### config.mk
export PLATFORM = sky130hd
export DESIGN_NAME = hazard_unit_flat
export DESIGN_NICKNAME = d
export VERILOG_FILES = /design/src/rtl/hazard_unit_if.sv /design/src/rtl/hazard_unit.sv /design/src/flat_wrapper.sv
export SDC_FILE = /design/constraint.sdc
export NUM_CORES = 1
export LEC_CHECK = 0
export CAP_MARGIN = 15
export CORE_MARGIN = 2
export CORE_UTILIZATION = 52
export DETAILED_ROUTE_END_ITERATION = 10
export PLACE_DENSITY_LB_ADDON = 0.25
export SYNTH_ARGS = -nofsm -noshare
export SYNTH_HDL_FRONTEND = slang
export SYNTH_SLANG_ARGS = --single-unit
### constraint.sdc
create_clock -name clk -period 4.5 [get_ports clk]
set_input_delay 0.675 -clock clk [delete_from_list [all_inputs] [get_ports clk]]
set_output_delay 0.675 -clock clk [all_outputs]
set_load 0.01 [all_outputs]
### src/rtl/hazard_unit_if.sv
// ID-stage hazard query bus and hazard-unit response signals, shared by
// the pipeline (master) and the hazard unit (slave).
interface hazard_unit_if #(
    parameter int REG_W = 5,
    parameter int CNT_W = 16
) ();
    logic             en;
    logic             id_valid;
    logic [REG_W-1:0] id_rs;
    logic [REG_W-1:0] id_rt;
    logic             id_use_rs;
    logic             id_use_rt;
    logic [REG_W-1:0] id_dst;
    logic             id_reg_write;
    logic             id_mem_to_reg;
    logic             ex_branch_taken;
    logic             stall;
    logic             flush;
    logic [1:0]       fwd_a;
    logic [1:0]       fwd_b;
    logic [CNT_W-1:0] stall_cnt;
    logic [CNT_W-1:0] flush_cnt;

    modport master (
        output en, id_valid, id_rs, id_rt, id_use_rs, id_use_rt,
               id_dst, id_reg_write, id_mem_to_reg, ex_branch_taken,
        input  stall, flush, fwd_a, fwd_b, stall_cnt, flush_cnt
    );

    modport slave (
        input  en, id_valid, id_rs, id_rt, id_use_rs, id_use_rt,
               id_dst, id_reg_write, id_mem_to_reg, ex_branch_taken,
        output stall, flush, fwd_a, fwd_b, stall_cnt, flush_cnt
    );
endinterface

### src/rtl/hazard_unit.sv
// Hazard detection and EXE forwarding control for a 5-stage MIPS pipeline,
// built on a two-entry (EXE/MEM) destination scoreboard.
module hazard_unit #(
    parameter int REG_W  = 5,
    parameter int FWD_EN = 1,
    parameter int CNT_W  = 16
) (
    input logic          clk,
    input logic          reset,
    hazard_unit_if.slave bus
);
    localparam logic [1:0] FWD_RF  = 2'b00;
    localparam logic [1:0] FWD_MEM = 2'b10;
    localparam logic [1:0] FWD_WB  = 2'b01;
    localparam logic [CNT_W-1:0] CNT_ONE = {{(CNT_W-1){1'b0}}, 1'b1};

    logic [REG_W-1:0] r_e_dst, r_m_dst;
    logic             r_e_we, r_e_ld, r_m_we;
    logic [1:0]       r_fwd_a, r_fwd_b;
    logic [CNT_W-1:0] r_stall_cnt, r_flush_cnt;

    logic       w_e_live, w_m_live;
    logic       w_ea, w_eb, w_ma, w_mb;
    logic       w_haz, w_stall, w_flush, w_bubble;
    logic [1:0] w_fa, w_fb;

    // $0 is hardwired, so a producer targeting it never creates a dependency
    assign w_e_live = r_e_we && (r_e_dst != '0);
    assign w_m_live = r_m_we && (r_m_dst != '0);

    assign w_ea = bus.id_valid && bus.id_use_rs && w_e_live && (r_e_dst == bus.id_rs);
    assign w_eb = bus.id_valid && bus.id_use_rt && w_e_live && (r_e_dst == bus.id_rt);
    assign w_ma = bus.id_valid && bus.id_use_rs && w_m_live && (r_m_dst == bus.id_rs);
    assign w_mb = bus.id_valid && bus.id_use_rt && w_m_live && (r_m_dst == bus.id_rt);

    always_comb begin
        w_haz = 1'b0;
        if (FWD_EN != 0) w_haz = (w_ea || w_eb) && r_e_ld;
        else             w_haz = w_ea || w_eb || w_ma || w_mb;
    end

    // a taken branch kills the consumer anyway, so it wins over any interlock
    assign w_flush  = bus.ex_branch_taken;
    assign w_stall  = w_haz && !w_flush && !reset;
    assign w_bubble = w_stall || w_flush || !bus.id_valid;

    always_comb begin
        w_fa = FWD_RF;
        w_fb = FWD_RF;
        if ((FWD_EN != 0) && !w_bubble) begin
            if (w_ea)      w_fa = FWD_MEM;
            else if (w_ma) w_fa = FWD_WB;
            if (w_eb)      w_fb = FWD_MEM;
            else if (w_mb) w_fb = FWD_WB;
        end
    end

    always_ff @(posedge clk) begin
        if (reset) begin
            r_e_dst     <= '0;
            r_e_we      <= 1'b0;
            r_e_ld      <= 1'b0;
            r_m_dst     <= '0;
            r_m_we      <= 1'b0;
            r_fwd_a     <= FWD_RF;
            r_fwd_b     <= FWD_RF;
            r_stall_cnt <= '0;
            r_flush_cnt <= '0;
        end else if (bus.en) begin
            r_m_dst <= r_e_dst;
            r_m_we  <= r_e_we;
            if (w_bubble) begin
                r_e_dst <= '0;
                r_e_we  <= 1'b0;
                r_e_ld  <= 1'b0;
            end else begin
                r_e_dst <= bus.id_dst;
                r_e_we  <= bus.id_reg_write;
                r_e_ld  <= bus.id_mem_to_reg;
            end
            r_fwd_a <= w_fa;
            r_fwd_b <= w_fb;
            if (w_stall && (r_stall_cnt != '1)) r_stall_cnt <= r_stall_cnt + CNT_ONE;
            if (w_flush && (r_flush_cnt != '1)) r_flush_cnt <= r_flush_cnt + CNT_ONE;
        end
    end

    assign bus.stall     = w_stall;
    assign bus.flush     = w_flush;
    assign bus.fwd_a     = r_fwd_a;
    assign bus.fwd_b     = r_fwd_b;
    assign bus.stall_cnt = r_stall_cnt;
    assign bus.flush_cnt = r_flush_cnt;
endmodule

### src/flat_wrapper.sv
// flat-port wrapper written by rule: the top's interface ports become plain ports
module hazard_unit_flat 
#(
    parameter int REG_W  = 5,
    parameter int FWD_EN = 1,
    parameter int CNT_W  = 16
)
  (clk, reset, bus_en, bus_id_valid, bus_id_rs, bus_id_rt, bus_id_use_rs, bus_id_use_rt, bus_id_dst, bus_id_reg_write, bus_id_mem_to_reg, bus_ex_branch_taken, bus_stall, bus_flush, bus_fwd_a, bus_fwd_b, bus_stall_cnt, bus_flush_cnt);
  hazard_unit_if #(.REG_W(REG_W), .CNT_W(CNT_W)) bus_i ();
  input logic clk;
  input logic reset;
  input wire logic [$bits(bus_i.en)-1:0] bus_en;
  input wire logic [$bits(bus_i.id_valid)-1:0] bus_id_valid;
  input wire logic [$bits(bus_i.id_rs)-1:0] bus_id_rs;
  input wire logic [$bits(bus_i.id_rt)-1:0] bus_id_rt;
  input wire logic [$bits(bus_i.id_use_rs)-1:0] bus_id_use_rs;
  input wire logic [$bits(bus_i.id_use_rt)-1:0] bus_id_use_rt;
  input wire logic [$bits(bus_i.id_dst)-1:0] bus_id_dst;
  input wire logic [$bits(bus_i.id_reg_write)-1:0] bus_id_reg_write;
  input wire logic [$bits(bus_i.id_mem_to_reg)-1:0] bus_id_mem_to_reg;
  input wire logic [$bits(bus_i.ex_branch_taken)-1:0] bus_ex_branch_taken;
  output wire logic [$bits(bus_i.stall)-1:0] bus_stall;
  output wire logic [$bits(bus_i.flush)-1:0] bus_flush;
  output wire logic [$bits(bus_i.fwd_a)-1:0] bus_fwd_a;
  output wire logic [$bits(bus_i.fwd_b)-1:0] bus_fwd_b;
  output wire logic [$bits(bus_i.stall_cnt)-1:0] bus_stall_cnt;
  output wire logic [$bits(bus_i.flush_cnt)-1:0] bus_flush_cnt;
  assign bus_i.en = bus_en;
  assign bus_i.id_valid = bus_id_valid;
  assign bus_i.id_rs = bus_id_rs;
  assign bus_i.id_rt = bus_id_rt;
  assign bus_i.id_use_rs = bus_id_use_rs;
  assign bus_i.id_use_rt = bus_id_use_rt;
  assign bus_i.id_dst = bus_id_dst;
  assign bus_i.id_reg_write = bus_id_reg_write;
  assign bus_i.id_mem_to_reg = bus_id_mem_to_reg;
  assign bus_i.ex_branch_taken = bus_ex_branch_taken;
  assign bus_stall = bus_i.stall;
  assign bus_flush = bus_i.flush;
  assign bus_fwd_a = bus_i.fwd_a;
  assign bus_fwd_b = bus_i.fwd_b;
  assign bus_stall_cnt = bus_i.stall_cnt;
  assign bus_flush_cnt = bus_i.flush_cnt;
  hazard_unit #(.REG_W(REG_W), .FWD_EN(FWD_EN), .CNT_W(CNT_W)) u_core (.clk(clk), .reset(reset), .bus(bus_i));
endmodule
==> flow_metrics.env <==
export IMPL_cts_sinks=49
export IMPL_finalSetupViolations=0
export IMPL_synthFlopType="dfxtp_1"
export IMPL_cts_buffers_inserted=5
export IMPL_synth_warnings=0
export IMPL_post_cts_resized=0
export IMPL_vias=2054
export IMPL_die_height_um=71.6
export IMPL_yosys_mux_area_fraction_pct=4.48
export IMPL_final_common_cell="clkdlybuf4s50_1"
export IMPL_fin_skew_ps=8.70
export IMPL_clock_latency_ps=310
export IMPL_end_kind="primary output"
export IMPL_ys_top_cells_by_area="dfxtp_1 41%, xnor2_1 7.4%, xor2_1 5.9%"
export IMPL_maxCapViolations=0
export IMPL_root_buffer="clkbuf_8"
export IMPL_synth_compound_area_share_pct=13.5
export IMPL_placed_cells=361
export IMPL_synth_simple_area_share_pct=23.6
export IMPL_highest_layer="met4"
export IMPL_synth_area_um2=2380
export IMPL_wl_met2_mm=2.50
export IMPL_clock_path_buffers=2
export IMPL_relSlewSlack_pct=46.6
export IMPL_ys_ff_latch=49
export IMPL_first_pass_iters=4
export IMPL_synth_fa_ha_area_share_pct=1.05
export IMPL_synth_distinct_cells=42
export IMPL_slew_violations=0
export IMPL_grt_pass1_wl_mm=8.24
export IMPL_wirelength_mm=5.21
export IMPL_synthArstFlopShare_pct=0
export IMPL_final_cell_mix="61 x clkdlybuf4s50_1, 49 x dfxtp_1, 29 x nor2_1, 20 x xnor2_1, 16 x xor2_1"
export IMPL_dp_hpwl_mm=3.89
export IMPL_multi_input_area_um2=1330
export IMPL_critPathKind="input pin to primary output"
export IMPL_finalNonFillerCells=369
export IMPL_grt_max_degree=42
export IMPL_reg2reg_depth=6
export IMPL_min_period_ps=3530
export IMPL_fmax_mhz=283
export IMPL_grt_pass1_vias=1821
export IMPL_cp_required_ps=3830
export IMPL_crit_fanout=3
export IMPL_setup_tns_final_ps=0
export IMPL_synth_seq_area_share_pct=41.3
export IMPL_drt_iter0_drc=114
export IMPL_syn_num_nets=283
export IMPL_grt_usage_pct=20.4
export IMPL_cts_setup_buffers=0
export IMPL_cts_tree="yes"
export IMPL_antenna_found_initial=0
export IMPL_m1WireLength_mm=2.37
export IMPL_cts_htree_levels=2
export IMPL_io_pin_count=62
export IMPL_cts_hold_buf=0
export IMPL_antenna_cells=0
export IMPL_fin_util_pct=70.7
export IMPL_floorplan_initialDensity_pct=54.2
export IMPL_grt_overflow=0
export IMPL_finalNetCount=342
export IMPL_start_kind="input pin"
export IMPL_die_w_um=71.6
export IMPL_holdCritPathClass="flip-flop to flip-flop"
export IMPL_drive_gt1_share_pct=6.94
export IMPL_core_area_um2=4380
export IMPL_p_leak_nw=1.10
export IMPL_register_area_um2=981
export IMPL_worstMarginPinSlew_ps=798
export IMPL_hold_path_depth=1
export IMPL_status="finished clean"
export IMPL_clkTransAtPathRegs_ps=90
export IMPL_p_per_area_nw_per_um2=250
export IMPL_num_rows=24
export IMPL_rsz0062_at_grt="false"
export IMPL_met3_length_um=285
export IMPL_yosysTopAreaCell="dfxtp_1"
export IMPL_synth_xor_area_share_pct=13.3
export IMPL_crit_arrival_ps=2860
export IMPL_drtAntennaViolNets=0
export IMPL_synth_edf_count=0
export IMPL_avgSynthCellArea_um2=9.25
export IMPL_n_fill_cell=373
export IMPL_synth_top_cell_area_share_pct=41.3
export IMPL_wire_per_inst_um=14.1
export IMPL_synth_top_family_by_area="simple AND/OR/NAND/NOR gates"
export IMPL_fp_dieArea_um2=5130
export IMPL_synthCells=257
export IMPL_syn_to_final_growth_pct=30.5
export IMPL_ir_drop_uv=259
export IMPL_timing_hold_violations_final=0
export IMPL_drcViolationCount=0
export IMPL_viasPerCell=5.57
export IMPL_portBuffers=61
export IMPL_place_congestion=0.848
export IMPL_finalCritPeriodShare_pct=78.5
==> cells by family after synthesis <==
| logic type | Yosys count |
|---|---|
| AOI/OAI and AO/OA | 43 |
| xor gates and xnor gates | 36 |
| adders and majority gates | 2 |
| buffers and inverters | 13 |
| DFF | 49 |
| muxes | 10 |
| and+or+nand+nor | 104 |
==> critical path, stage by stage <==
cell,delay [ps]
clkdlybuf4s50_1,520
xnor2_1,130
nand4_1,170
nor4_1,440
or2_4,240
and3_1,150
clkdlybuf4s50_1,530
==> state kept, by name (all words and copies together) (netlist names) <==
name and count:
u_core.bus.stall_cnt 16, u_core.bus.fwd_b 2, u_core.r_e_ld 1, u_core.bus.fwd_a 2, u_core.r_m_dst 5, u_core.r_m_we 1, u_core.bus.flush_cnt 16, u_core.r_e_we 1
u_core.r_e_dst 5
==> metrics by stage <==
step | total power, W | area, µm² | worst slack [ps] | hold slack, ps
detailed placement | 0.000515 | 3010 | 993 | 461
floorplan | 0.000482 | 2380 | 2180 | 452
global placement | 0.000513 | 3010 | 1090 | 472
CTS | 0.000781 | 3100 | 992 | 482
finish | 0.000774 | 3100 | 967 | 486
global route | 0.000804 | 3100 | 819 | 503
==> synthesized netlist by cell type, drive strengths merged (2+ instances only) <==
| master | count |
|---|---|
| mux2 | 2 |
| nand3 | 11 |
| mux2i | 8 |
| or3 | 8 |
| nor2 | 30 |
| buf | 5 |
| and4 | 6 |
| a22o | 11 |
| a21oi | 12 |
| nand4 | 7 |
| and2 | 2 |
| o211ai | 2 |
| dfxtp | 49 |
| nand2 | 14 |
| inv | 3 |
| a31oi | 2 |
| clkbuf | 5 |
| nor3 | 3 |
| or4 | 5 |
| nor4 | 6 |
| xnor2 | 20 |
| and3 | 6 |
| nor2b | 4 |
| o31ai | 3 |
| o21ai | 9 |
| xor2 | 16 |
| ha | 2 |
==> final cells by class <==
cell class | instances | share of cell area [%]
inverter | 3 | 0.363
timing repair buffer | 62 | 19.9
clock buffer | 6 | 2.66
sequential | 49 | 31.6
clock inverter | 2 | 0.444
multi-input combinational | 195 | 42.9
tap | 52 | 2.10
==> where the power goes <==
| group | internal (W) | total, W | switching (W) |
|---|---|---|---|
| clock | 0.000125 | 0.000269 | 0.000145 |
| sequential | 0.000437 | 0.000442 | 0.00000509 |
| combinational | 0.0000348 | 0.0000631 | 0.0000283 |
| total | 0.000596 | 0.000774 | 0.000178 |
==> per-layer routing <==
metal / vias up / global-route usage [%]
li1: 1045 / -
met1: 956 / 26.8
met2: 47 / 32.5
met3: 6 / 5.49
met4: 0 / 6.92
met5: - / 0
==> final timing paths <==
kind | startpoint | to | slack [ps]
max | bus_id_rt[0] | bus_stall | 970
min | u_core.bus.fwd_b[1] | u_core.bus.fwd_b[1] | 490
max reg2reg | u_core.bus.stall_cnt[0] | u_core.bus.stall_cnt[12] | 2190
min reg2reg | u_core.bus.fwd_b[1] | u_core.bus.fwd_b[1] | 490
Note: power is estimated with default switching activity, not from simulation.
